$ cat src/rtl/hazard_scoreboard_pkg.sv
// Shared definitions for the hazard scoreboard: forward-code encoding and the
// layout of one scoreboard entry, packed as {rdy, wreg, v}.
package hazard_defs;

    localparam int FWD_RF       = 0;
    localparam int ENT_V        = 0;
    localparam int ENT_WREG_LSB = 1;

    function automatic int ent_rdy_lsb(int aw);
        return 1 + aw;
    endfunction

    function automatic int ent_width(int aw, int rw);
        return 1 + aw + rw;
    endfunction

    // Datapath mux code that selects the pipeline register after stage j.
    function automatic int fwd_after_stage(int j);
        return j + 1;
    endfunction

endpackage

$ cat src/rtl/hazard_scoreboard_if.sv
// Decode-side bundle between the pipeline control and the hazard scoreboard.
interface hazard_scoreboard_if #(
    parameter int NSTAGE = 3,
    parameter int REG_AW = 5,
    parameter int RW     = $clog2(NSTAGE)
);
    logic              d_valid;
    logic [REG_AW-1:0] d_rs;
    logic [REG_AW-1:0] d_rt;
    logic              d_use_rs;
    logic              d_use_rt;
    logic              d_branch;
    logic              d_wr;
    logic [REG_AW-1:0] d_wreg;
    logic [RW-1:0]     d_rdy;
    logic              hold;
    logic              pcsrc;
    logic              stall_f;
    logic              stall_d;
    logic              flush_d;
    logic              flush_e;
    logic [RW-1:0]     fwd_ad;
    logic [RW-1:0]     fwd_bd;
    logic [RW-1:0]     fwd_ae;
    logic [RW-1:0]     fwd_be;
    logic [NSTAGE-1:0] pend;

    modport master (
        output d_valid, d_rs, d_rt, d_use_rs, d_use_rt, d_branch,
               d_wr, d_wreg, d_rdy, hold, pcsrc,
        input  stall_f, stall_d, flush_d, flush_e,
               fwd_ad, fwd_bd, fwd_ae, fwd_be, pend
    );

    modport slave (
        input  d_valid, d_rs, d_rt, d_use_rs, d_use_rt, d_branch,
               d_wr, d_wreg, d_rdy, hold, pcsrc,
        output stall_f, stall_d, flush_d, flush_e,
               fwd_ad, fwd_bd, fwd_ae, fwd_be, pend
    );
endinterface

$ cat src/rtl/hazard_scoreboard_haz_lookup.sv
// Finds the youngest in-flight writer of one source register and reports
// its stage index and result-ready stage.
module haz_lookup
    import hazard_defs::*;
#(
    parameter int NSTAGE = 3,
    parameter int REG_AW = 5,
    parameter int RW     = $clog2(NSTAGE)
) (
    input  logic [REG_AW-1:0]                  src,
    input  logic                               use_src,
    input  logic [NSTAGE-1:0][REG_AW+RW:0]     entries,
    output logic                               hit,
    output logic [RW-1:0]                      k,
    output logic [RW-1:0]                      rdy
);

    localparam int RDY_LSB = ent_rdy_lsb(REG_AW);

    // Scan oldest to youngest so the smallest matching index wins.
    always_comb begin
        hit = 1'b0;
        k   = '0;
        rdy = '0;
        if (use_src && (src != '0)) begin
            for (int i = NSTAGE - 1; i >= 0; i--) begin
                if (entries[i][ENT_V] &&
                    (entries[i][REG_AW:ENT_WREG_LSB] == src)) begin
                    hit = 1'b1;
                    k   = RW'(i);
                    rdy = entries[i][RDY_LSB+RW-1:RDY_LSB];
                end
            end
        end
    end

endmodule

$ cat src/rtl/hazard_scoreboard.sv
// Scoreboard-based stall/flush/forward controller for the in-order pipeline.
// Define HAZ_BRANCH_FWD_EN to enable forwarding into the decode branch comparator.
module hazard_scoreboard
    import hazard_defs::*;
#(
    parameter int NSTAGE = 3,
    parameter int REG_AW = 5,
    parameter int RW     = $clog2(NSTAGE)
) (
    input  logic               clk,
    input  logic               reset,
    hazard_scoreboard_if.slave hif
);

    localparam int            EW      = ent_width(REG_AW, RW);
    localparam logic [RW-1:0] LAST    = RW'(NSTAGE - 1);
    localparam logic [RW-1:0] RDY_MAX = RW'(NSTAGE - 2);
    localparam logic [RW-1:0] CODE_RF = RW'(FWD_RF);

    logic [NSTAGE-1:0][EW-1:0] ent;
    logic [EW-1:0]             new_ent;
    logic [RW-1:0]             rdy_in;
    logic                      v_new;
    logic                      hit_a, hit_b;
    logic [RW-1:0]             k_a, k_b, rdy_a, rdy_b;
    logic                      haz_a, haz_b, hazard;
    logic [RW-1:0]             fwd_ae_q, fwd_be_q;
    logic [NSTAGE-1:0]         pend;

    haz_lookup #(.NSTAGE(NSTAGE), .REG_AW(REG_AW), .RW(RW)) u_lookup_rs (
        .src     (hif.d_rs),
        .use_src (hif.d_use_rs),
        .entries (ent),
        .hit     (hit_a),
        .k       (k_a),
        .rdy     (rdy_a)
    );

    haz_lookup #(.NSTAGE(NSTAGE), .REG_AW(REG_AW), .RW(RW)) u_lookup_rt (
        .src     (hif.d_rt),
        .use_src (hif.d_use_rt),
        .entries (ent),
        .hit     (hit_b),
        .k       (k_b),
        .rdy     (rdy_b)
    );

    // The writeback stage is covered by the write-first register file.
    function automatic logic [RW-1:0] exec_code(logic hit, logic [RW-1:0] k);
        if (!hit || (k == LAST))
            return CODE_RF;
        return RW'(fwd_after_stage(int'(k)));
    endfunction

    function automatic logic exec_haz(logic hit, logic [RW-1:0] k, logic [RW-1:0] rdy);
        return hit && (k < rdy);
    endfunction

`ifdef HAZ_BRANCH_FWD_EN
    // The comparator sits one stage earlier than E, so it needs one more stage of slack.
    function automatic logic br_haz(logic hit, logic [RW-1:0] k, logic [RW-1:0] rdy);
        return hit && (int'(k) < int'(rdy) + 1);
    endfunction

    function automatic logic [RW-1:0] br_code(logic hit, logic [RW-1:0] k);
        if (!hit || (k == LAST))
            return CODE_RF;
        return k;
    endfunction

    assign hif.fwd_ad = br_code(hit_a, k_a);
    assign hif.fwd_bd = br_code(hit_b, k_b);
`else
    function automatic logic br_haz(logic hit, logic [RW-1:0] k, logic [RW-1:0] rdy);
        return hit && (k < LAST) && (rdy <= LAST);
    endfunction

    assign hif.fwd_ad = CODE_RF;
    assign hif.fwd_bd = CODE_RF;
`endif

    always_comb begin
        haz_a  = hif.d_branch ? br_haz(hit_a, k_a, rdy_a) : exec_haz(hit_a, k_a, rdy_a);
        haz_b  = hif.d_branch ? br_haz(hit_b, k_b, rdy_b) : exec_haz(hit_b, k_b, rdy_b);
        hazard = hif.d_valid && (haz_a || haz_b);
    end

    assign hif.stall_f = hazard | hif.hold;
    assign hif.stall_d = hazard | hif.hold;
    assign hif.flush_e = hazard & ~hif.hold;
    assign hif.flush_d = hif.pcsrc & ~(hazard | hif.hold);

    // Out-of-range ready stages are clamped to the last forwardable stage.
    always_comb begin
        rdy_in  = (hif.d_rdy > RDY_MAX) ? RDY_MAX : hif.d_rdy;
        v_new   = hif.d_valid & ~hazard & hif.d_wr & (hif.d_wreg != '0);
        new_ent = {rdy_in, hif.d_wreg, v_new};
    end

    always_ff @(posedge clk or negedge reset) begin
        if (!reset) begin
            ent      <= '0;
            fwd_ae_q <= '0;
            fwd_be_q <= '0;
        end else if (!hif.hold) begin
            ent      <= {ent[NSTAGE-2:0], new_ent};
            fwd_ae_q <= hazard ? CODE_RF : exec_code(hit_a, k_a);
            fwd_be_q <= hazard ? CODE_RF : exec_code(hit_b, k_b);
        end
    end

    always_comb begin
        pend = '0;
        for (int i = 0; i < NSTAGE; i++)
            pend[i] = ent[i][ENT_V];
    end

    assign hif.fwd_ae = fwd_ae_q;
    assign hif.fwd_be = fwd_be_q;
    assign hif.pend   = pend;

endmodule
$ cat src/flat_wrapper.sv
// flat-port wrapper written by rule: the top's interface ports become plain ports
module hazard_scoreboard_flat import hazard_defs::*;
#(
    parameter int NSTAGE = 3,
    parameter int REG_AW = 5,
    parameter int RW     = $clog2(NSTAGE)
)
  (clk, reset, hif_d_valid, hif_d_rs, hif_d_rt, hif_d_use_rs, hif_d_use_rt, hif_d_branch, hif_d_wr, hif_d_wreg, hif_d_rdy, hif_hold, hif_pcsrc, hif_stall_f, hif_stall_d, hif_flush_d, hif_flush_e, hif_fwd_ad, hif_fwd_bd, hif_fwd_ae, hif_fwd_be, hif_pend);
  hazard_scoreboard_if #(.NSTAGE(NSTAGE), .REG_AW(REG_AW), .RW(RW)) hif_i ();
  input  logic clk;
  input  logic reset;
  input wire logic [$bits(hif_i.d_valid)-1:0] hif_d_valid;
  input wire logic [$bits(hif_i.d_rs)-1:0] hif_d_rs;
  input wire logic [$bits(hif_i.d_rt)-1:0] hif_d_rt;
  input wire logic [$bits(hif_i.d_use_rs)-1:0] hif_d_use_rs;
  input wire logic [$bits(hif_i.d_use_rt)-1:0] hif_d_use_rt;
  input wire logic [$bits(hif_i.d_branch)-1:0] hif_d_branch;
  input wire logic [$bits(hif_i.d_wr)-1:0] hif_d_wr;
  input wire logic [$bits(hif_i.d_wreg)-1:0] hif_d_wreg;
  input wire logic [$bits(hif_i.d_rdy)-1:0] hif_d_rdy;
  input wire logic [$bits(hif_i.hold)-1:0] hif_hold;
  input wire logic [$bits(hif_i.pcsrc)-1:0] hif_pcsrc;
  output wire logic [$bits(hif_i.stall_f)-1:0] hif_stall_f;
  output wire logic [$bits(hif_i.stall_d)-1:0] hif_stall_d;
  output wire logic [$bits(hif_i.flush_d)-1:0] hif_flush_d;
  output wire logic [$bits(hif_i.flush_e)-1:0] hif_flush_e;
  output wire logic [$bits(hif_i.fwd_ad)-1:0] hif_fwd_ad;
  output wire logic [$bits(hif_i.fwd_bd)-1:0] hif_fwd_bd;
  output wire logic [$bits(hif_i.fwd_ae)-1:0] hif_fwd_ae;
  output wire logic [$bits(hif_i.fwd_be)-1:0] hif_fwd_be;
  output wire logic [$bits(hif_i.pend)-1:0] hif_pend;
  assign hif_i.d_valid = hif_d_valid;
  assign hif_i.d_rs = hif_d_rs;
  assign hif_i.d_rt = hif_d_rt;
  assign hif_i.d_use_rs = hif_d_use_rs;
  assign hif_i.d_use_rt = hif_d_use_rt;
  assign hif_i.d_branch = hif_d_branch;
  assign hif_i.d_wr = hif_d_wr;
  assign hif_i.d_wreg = hif_d_wreg;
  assign hif_i.d_rdy = hif_d_rdy;
  assign hif_i.hold = hif_hold;
  assign hif_i.pcsrc = hif_pcsrc;
  assign hif_stall_f = hif_i.stall_f;
  assign hif_stall_d = hif_i.stall_d;
  assign hif_flush_d = hif_i.flush_d;
  assign hif_flush_e = hif_i.flush_e;
  assign hif_fwd_ad = hif_i.fwd_ad;
  assign hif_fwd_bd = hif_i.fwd_bd;
  assign hif_fwd_ae = hif_i.fwd_ae;
  assign hif_fwd_be = hif_i.fwd_be;
  assign hif_pend = hif_i.pend;
  hazard_scoreboard #(.NSTAGE(NSTAGE), .REG_AW(REG_AW), .RW(RW)) u_core (.clk(clk), .reset(reset), .hif(hif_i));
endmodule
$ cat config.mk
export PLATFORM = sky130hd
export DESIGN_NAME = hazard_scoreboard_flat
export DESIGN_NICKNAME = d
export VERILOG_FILES = /design/src/rtl/hazard_scoreboard_pkg.sv /design/src/rtl/hazard_scoreboard_if.sv /design/src/rtl/hazard_scoreboard_haz_lookup.sv /design/src/rtl/hazard_scoreboard.sv /design/src/flat_wrapper.sv
export SDC_FILE = /design/constraint.sdc
export NUM_CORES = 1
export LEC_CHECK = 0
export ABC_CLOCK_PERIOD_IN_PS = 8600
export CORE_ASPECT_RATIO = 1.25
export CORE_MARGIN = 3
export CORE_UTILIZATION = 40
export CTS_BUF_LIST = sky130_fd_sc_hd__clkbuf_2
export CTS_CLUSTER_SIZE = 20
export DETAILED_ROUTE_END_ITERATION = 6
export PLACE_DENSITY = 0.65
export SLEW_MARGIN = 20
export SYNTH_ARGS = -nofsm -noshare
export SYNTH_HDL_FRONTEND = slang
export SYNTH_SLANG_ARGS = --single-unit
$ cat constraint.sdc
create_clock -name clk -period 8.6 [get_ports clk]
set_input_delay 1.72 -clock clk [delete_from_list [all_inputs] [get_ports clk]]
set_output_delay 1.72 -clock clk [all_outputs]
set_load 0.005 [all_outputs]
# Word level (Yosys, flattened, before mapping)
# Index checks and enable logic that the tools add are counted.
# W data, S select, Z words.
[totals]
regBits = 28
latchBits = 0
mem_bits_rw = 0
rom_bits = 0
in_bits = 26
out_inout_bits = 15
wordCells = 91
mem_count = 0
[op_classes]
n_addsub = 2
multipliers = 0
n_div = 0
n_lt_le_gt_ge = 7
eq_ne = 8
shifts = 0
mux = 37
bitwise_logic = 9
n_reduce_logical = 23
[ops]
columns = ["operator", "count"]
rows = [
  ["$mux W2", 23],
  ["$eq A5 B5 Y1", 6],
  ["$logic_and A1 B1 Y1", 15],
  ["$reduce_bool A5 Y1", 3],
  ["$mux W1", 14],
  ["$and A1 B1 Y1", 5],
  ["$add A2 B1 Y2 const B", 2],
  ["$eq A2 B2 Y1 const B", 2],
  ["$le A2 B2 Y1 const B", 2],
  ["$lt A2 B2 Y1", 2],
  ["$lt A2 B2 Y1 const B", 2],
  ["$logic_or A1 B1 Y1", 3],
  ["$not A1 Y1", 3],
  ["$gt A2 B1 Y1 const B", 1],
  ["$logic_not A1 Y1", 2],
  ["$or A1 B1 Y1", 1],
]

# Longest topological paths before layout
[depth]
ltp_word = 16
mapped_depth = 15
depth_no_buf = 13

# Cells and area by module
# Synthesis repeated with hierarchy kept, for this count alone.
[hier_totals]
cells_unflattened = 187
hier_area_um2 = 1991.9
[modules_own_cells]
columns = ["module", "instances", "cells_each", "area_per_inst_um2", "seq_area_each_um2"]
rows = [
  ["hazard_scoreboard", 1, 107, 1346.3, 700.7],
  ["haz_lookup", 2, 40, 322.8, 0.0],
]

# Worst setup path before layout
# No wires, ideal clock.
[synth_timing]
kind = "input to output"
startpoint = "in hif_d_rt[1]"
endpoint = "out hif_stall_f"
arrival_time_ns = 4.267
required_ns = 6.880
slack_ns = 2.613
stages = 14
n_path_buf = 2
cell_sequence = "xor2_1 > nor4_1 > and3_1 > clkbuf_1 > a221oi_1 > a211o_1 > ha_1 > inv_1 > a41oi_1 > o41a_1 > o32ai_1 > o221a_4 > or2_1 > buf_4"
[synth_via]
elab_chain_cells = 13
word_cells_on_any_way = 30
[synth_rtl]
columns = ["item", "line_no", "text"]
rows = [
  ["start: declaration", "flat_wrapper.sv:14", "input wire logic [$bits(hif_i.d_rt)-1:0] hif_d_rt;"],
  ["$eq A5 B5 Y1", "hazard_scoreboard_haz_lookup.sv:28", "(entries[i][REG_AW:ENT_WREG_LSB] == src)) begin"],
  ["$logic_and A1 B1 Y1", "hazard_scoreboard_haz_lookup.sv:27", "if (entries[i][ENT_V] &&"],
  ["$mux W2 (3 in a row)", "hazard_scoreboard_haz_lookup.sv:27", ""],
  ["$mux W2", "hazard_scoreboard_haz_lookup.sv:25", "if (use_src && (src != '0)) begin"],
  ["$lt A2 B2 Y1", "hazard_scoreboard.sv:75", "return hit && (k < LAST) && (rdy <= LAST);"],
  ["$logic_and A1 B1 Y1 (2 in a row)", "hazard_scoreboard.sv:75", ""],
  ["$mux W1 *", "hazard_scoreboard.sv:84", "haz_b = hif.d_branch ? br_haz(hit_b, k_b, rdy_b) : exec_haz(hit_b, k_b, rdy_b);"],
  ["$logic_or A1 B1 Y1 *", "hazard_scoreboard.sv:85", "hazard = hif.d_valid && (haz_a || haz_b);"],
  ["$logic_and A1 B1 Y1 *", "hazard_scoreboard.sv:85", ""],
  ["$or A1 B1 Y1 *", "n/a", ""],
  ["end: declaration", "flat_wrapper.sv:23", "output wire logic [$bits(hif_i.stall_f)-1:0] hif_stall_f;"],
]
# Mark *: on every way between the ends. The rest lies on a longest branch, timed or not.

# Final worst setup path
[layout_timing]
startpoint = "in hif_d_rt[1]"
endpoint = "out hif_stall_d"
[layout_via]
elab_chain_cells = 13
word_cells_on_any_way = 30
[layout_rtl]
columns = ["item", "line_no", "text"]
rows = [
  ["$eq A5 B5 Y1", "hazard_scoreboard_haz_lookup.sv:28", ""],
  ["$logic_and A1 B1 Y1", "hazard_scoreboard_haz_lookup.sv:27", ""],
  ["$mux W2 (3 in a row)", "hazard_scoreboard_haz_lookup.sv:27", ""],
  ["$mux W2", "hazard_scoreboard_haz_lookup.sv:25", ""],
  ["$lt A2 B2 Y1", "hazard_scoreboard.sv:75", ""],
  ["$logic_and A1 B1 Y1 (2 in a row)", "hazard_scoreboard.sv:75", ""],
  ["$mux W1 *", "hazard_scoreboard.sv:84", ""],
  ["$logic_or A1 B1 Y1 *", "hazard_scoreboard.sv:85", ""],
  ["$logic_and A1 B1 Y1 *", "hazard_scoreboard.sv:85", ""],
  ["$or A1 B1 Y1 *", "hazard_scoreboard.sv:89", "assign hif.stall_d = hazard | hif.hold;"],
  ["end: declaration", "flat_wrapper.sv:24", "output wire logic [$bits(hif_i.stall_d)-1:0] hif_stall_d;"],
]
# Marks and branches as above.

==> impl_metrics.json <==
{
  "seqPwrFrac_pct": 50.3,
  "syn_area_um2": 1940,
  "cp-end-kind": "primary output",
  "hold_buffers": 0,
  "period_share_pct": 81.8,
  "cts_setup_buffers": 0,
  "area_growth_pct": 20.9,
  "synth_cell_type_count": 53,
  "place_inst": 273,
  "drt_iter0_markers": 59,
  "reg2reg_to": "u_core.hif.fwd_ae[1]",
  "r2r_setup_slack_ns": 5.37,
  "grt_pass1_wl_mm": 7.01,
  "postRouteAntennaNets": 0,
  "skew_ns": 0.0199,
  "place.gp.congestion": 0.900,
  "finalSetupViolations": 0,
  "drtPass1Iterations": 4,
  "port_buffers": 36,
  "crit_arrival_ns": 5.32,
  "path_clk_slew_ns": 0.29,
  "vdd_drop_max_mv": 0.138,
  "grt_pass1_vias": 1464,
  "combPwrFrac_pct": 25.0,
  "initial_core_util_pct": 42.8,
  "layout_commonest_cell": "clkdlybuf4s50_1",
  "hold_ws_ns": 0.530,
  "cts_buffers": 3,
  "synth_cells": 190,
  "status": "complete, no violations",
  "final_layout_size_suffix_gt1_share_pct": 14.6,
  "worstSetupPathType": "input port to primary output",
  "io-pin-count": 41,
  "rsz0062_at_grt": "no",
  "grt.total_usage_pct": 15.8,
  "synthFlopType": "dfrtp_1",
  "finish.utilization_pct": 51.7,
  "core_area_um2": 4530,
  "max_freq_mhz": 142,
  "viasPerCell": 5.47,
  "drc": 0,
  "cts_resized": 0,
  "cp-startpoint": "hif_d_rt[1]",
  "seq_area_frac_synth_pct": 36.2,
  "antenna_found_initial": 0,
  "die_y_um": 83.8,
  "stdcell_count": 277,
  "critPathLaunchType": "input port",
  "drv_slew": 0,
  "routed_wirelength_mm": 4.30,
  "design_area_um2": 2340,
  "sw_frac_of_total_pct": 29.6,
  "ff2ff_path_depth": 12,
  "worstSetupEndpoint": "hif_stall_d",
  "ys_ff_latch": 28,
  "hold_viol_final": 0,
  "wl_per_cell_um": 15.5,
  "cts_buffer_depth": 2,
  "fillCellCount": 446,
  "tritoncts": "yes",
  "avgSynthCellArea_um2": 10.2,
  "setup-tns-final_ns": 0,
  "clock_sinks": 28,
  "power.share.clock_pct": 24.7,
  "grt_max_degree": 39,
  "cp_max_fo": 8,
  "place_area_um2": 2300,
  "die_x_um": 68.2,
  "dp_hpwl_mm": 3.37,
  "hold_class": "register to register",
  "drv_cap": 0,
  "overflow": 0,
  "intPower_uw": 231,
  "synthArstFlopShare_pct": 100,
  "vias": 1514,
  "power_density_nw_per_um2": 140,
  "clock_latency_ns": 0.38,
  "switching_power_uw": 97.1,
  "synth_edf_count": 0,
  "fin_crit_ns": 7.04,
  "crit_required_ns": 6.88,
  "p_leak_nw": 0.937,
  "antenna_cells": 0,
  "die-area_um2": 5720,
  "row_count": 27,
  "nets": 250,
  "cts_root_buffer": "clkbuf_2",
  "r2r-start": "u_core.ent[2]",
  "final_cell_mix": "36 x clkdlybuf4s50_1, 28 x dfrtp_1, 19 x mux2_2, 16 x xor2_1, 13 x xnor2_1",
  "h-tree-depth": 1,
  "synth-warning-count": 0
}
critical path: stages:
cell and delay (ns):
clkdlybuf4s50_1 0.50, xor2_1 0.19, nor4_1 0.38, and3_1 0.38
a221oi_1 0.09, a211o_1 0.28, ha_1 0.26, inv_1 0.05
a41oi_1 0.04, o41a_1 0.14, o32ai_1 0.39, o221a_4 0.28
or2_1 0.12, clkdlybuf4s50_1 0.50
per-stage QoR:
step | setup WS (ns) | total power [mW]
finish | 1.56 | 0.329
global route | 1.25 | 0.347
CTS | 1.54 | 0.333
detailed placement | 1.55 | 0.250
global placement | 1.60 | 0.250
floorplan | 2.61 | 0.218
final cells by class:
type,count,area [µm²],share of cell area (%)
repair buffers,38,375,16.0
multi-input cells,141,1120,47.7
well taps,58,72.6,3.10
inverters,8,30.0,1.28
flip-flops and latches,28,701,29.9
clock inverters,1,30.0,1.28
clock buffers,3,15.0,0.641
layer usage:
metal  track usage (%)  wire length [µm]  part of all wire [%]  vias to the layer above
li1                  -                 -                     -                      737
met2              27.0              2220                    52                       56
met5                 0                 0                     0                        -
met4              4.70                49                   1.1                        0
met1              19.8              1780                    41                      715
met3              2.70               251                   5.8                        6
sequential cells by signal, summed over array words and instances, names as in the netlist:
signal,count
u_core.ent,21
u_core.hif.fwd_ae,2
u_core.hif.fwd_be,2
u_core.hif.pend,3
power by group through the flow:
stage	registers, mW	logic, mW	clock network (mW)
6_report	0.165	0.0821	0.0812
5_1_grt	0.168	0.0907	0.0887
4_1_cts	0.166	0.0828	0.0843
3_5_place_dp	0.168	0.0824	0
3_3_place_gp	0.168	0.0816	0
2_1_floorplan	0.161	0.0569	0
cell usage after synthesis (2+ instances only):
| cell type | instances | area [µm²] |
|---|---|---|
| dfrtp_1 | 28 | 701 |
| mux2_2 | 19 | 214 |
| xor2_1 | 16 | 140 |
| xnor2_1 | 13 | 114 |
| nand2_1 | 11 | 41.3 |
| buf_4 | 8 | 60.1 |
| inv_1 | 8 | 30.0 |
| nor2_1 | 6 | 22.5 |
| and3_1 | 5 | 31.3 |
| nor4_1 | 5 | 31.3 |
| o21ai_0 | 5 | 25.0 |
| ha_1 | 4 | 50.1 |
| nand3_1 | 4 | 20.0 |
| nor3_1 | 4 | 20.0 |
| or4_1 | 4 | 30.0 |
| a21oi_1 | 3 | 15.0 |
| buf_1 | 3 | 11.3 |
| clkbuf_1 | 3 | 11.3 |
| o31ai_1 | 3 | 22.5 |
| a311oi_1 | 2 | 17.5 |
| nand4_1 | 2 | 12.5 |
| o211ai_1 | 2 | 15.0 |
| o21ai_1 | 2 | 10.0 |
worst min-delay path by stage:
stage / end / cells after the start / start / slack, ns
after CTS: u_core.hif.fwd_ae[0] / 2 / u_core.hif.fwd_ae[0] / 0.54
after floorplan: u_core.ent[22] / 2 / u_core.ent[22] / 0.47
after global placement: u_core.hif.fwd_be[1] / 2 / u_core.hif.fwd_be[1] / 0.47
after detailed placement: u_core.hif.fwd_ae[0] / 2 / u_core.hif.fwd_ae[0] / 0.48
final: u_core.hif.fwd_ae[0] / 2 / u_core.hif.fwd_ae[0] / 0.53
after global routing: u_core.hif.fwd_ae[1] / 2 / u_core.hif.fwd_ae[1] / 0.56
kinds of logic (layout without fill, tap and decap cells):
group | after synthesis | count (layout) | synth area share, %
other cells | 1 | 4 | 0.194
mux | 19 | 19 | 11.1
xor+xnor | 30 | 30 | 14.0
flops | 28 | 28 | 36.2
fa+ha+maj | 4 | 4 | 2.59
simple gates | 52 | 52 | 16.0
buf+inv | 24 | 50 | 6.66
compound gates | 32 | 32 | 13.4
No activity file was read; power rests on OpenSTA's default activity.
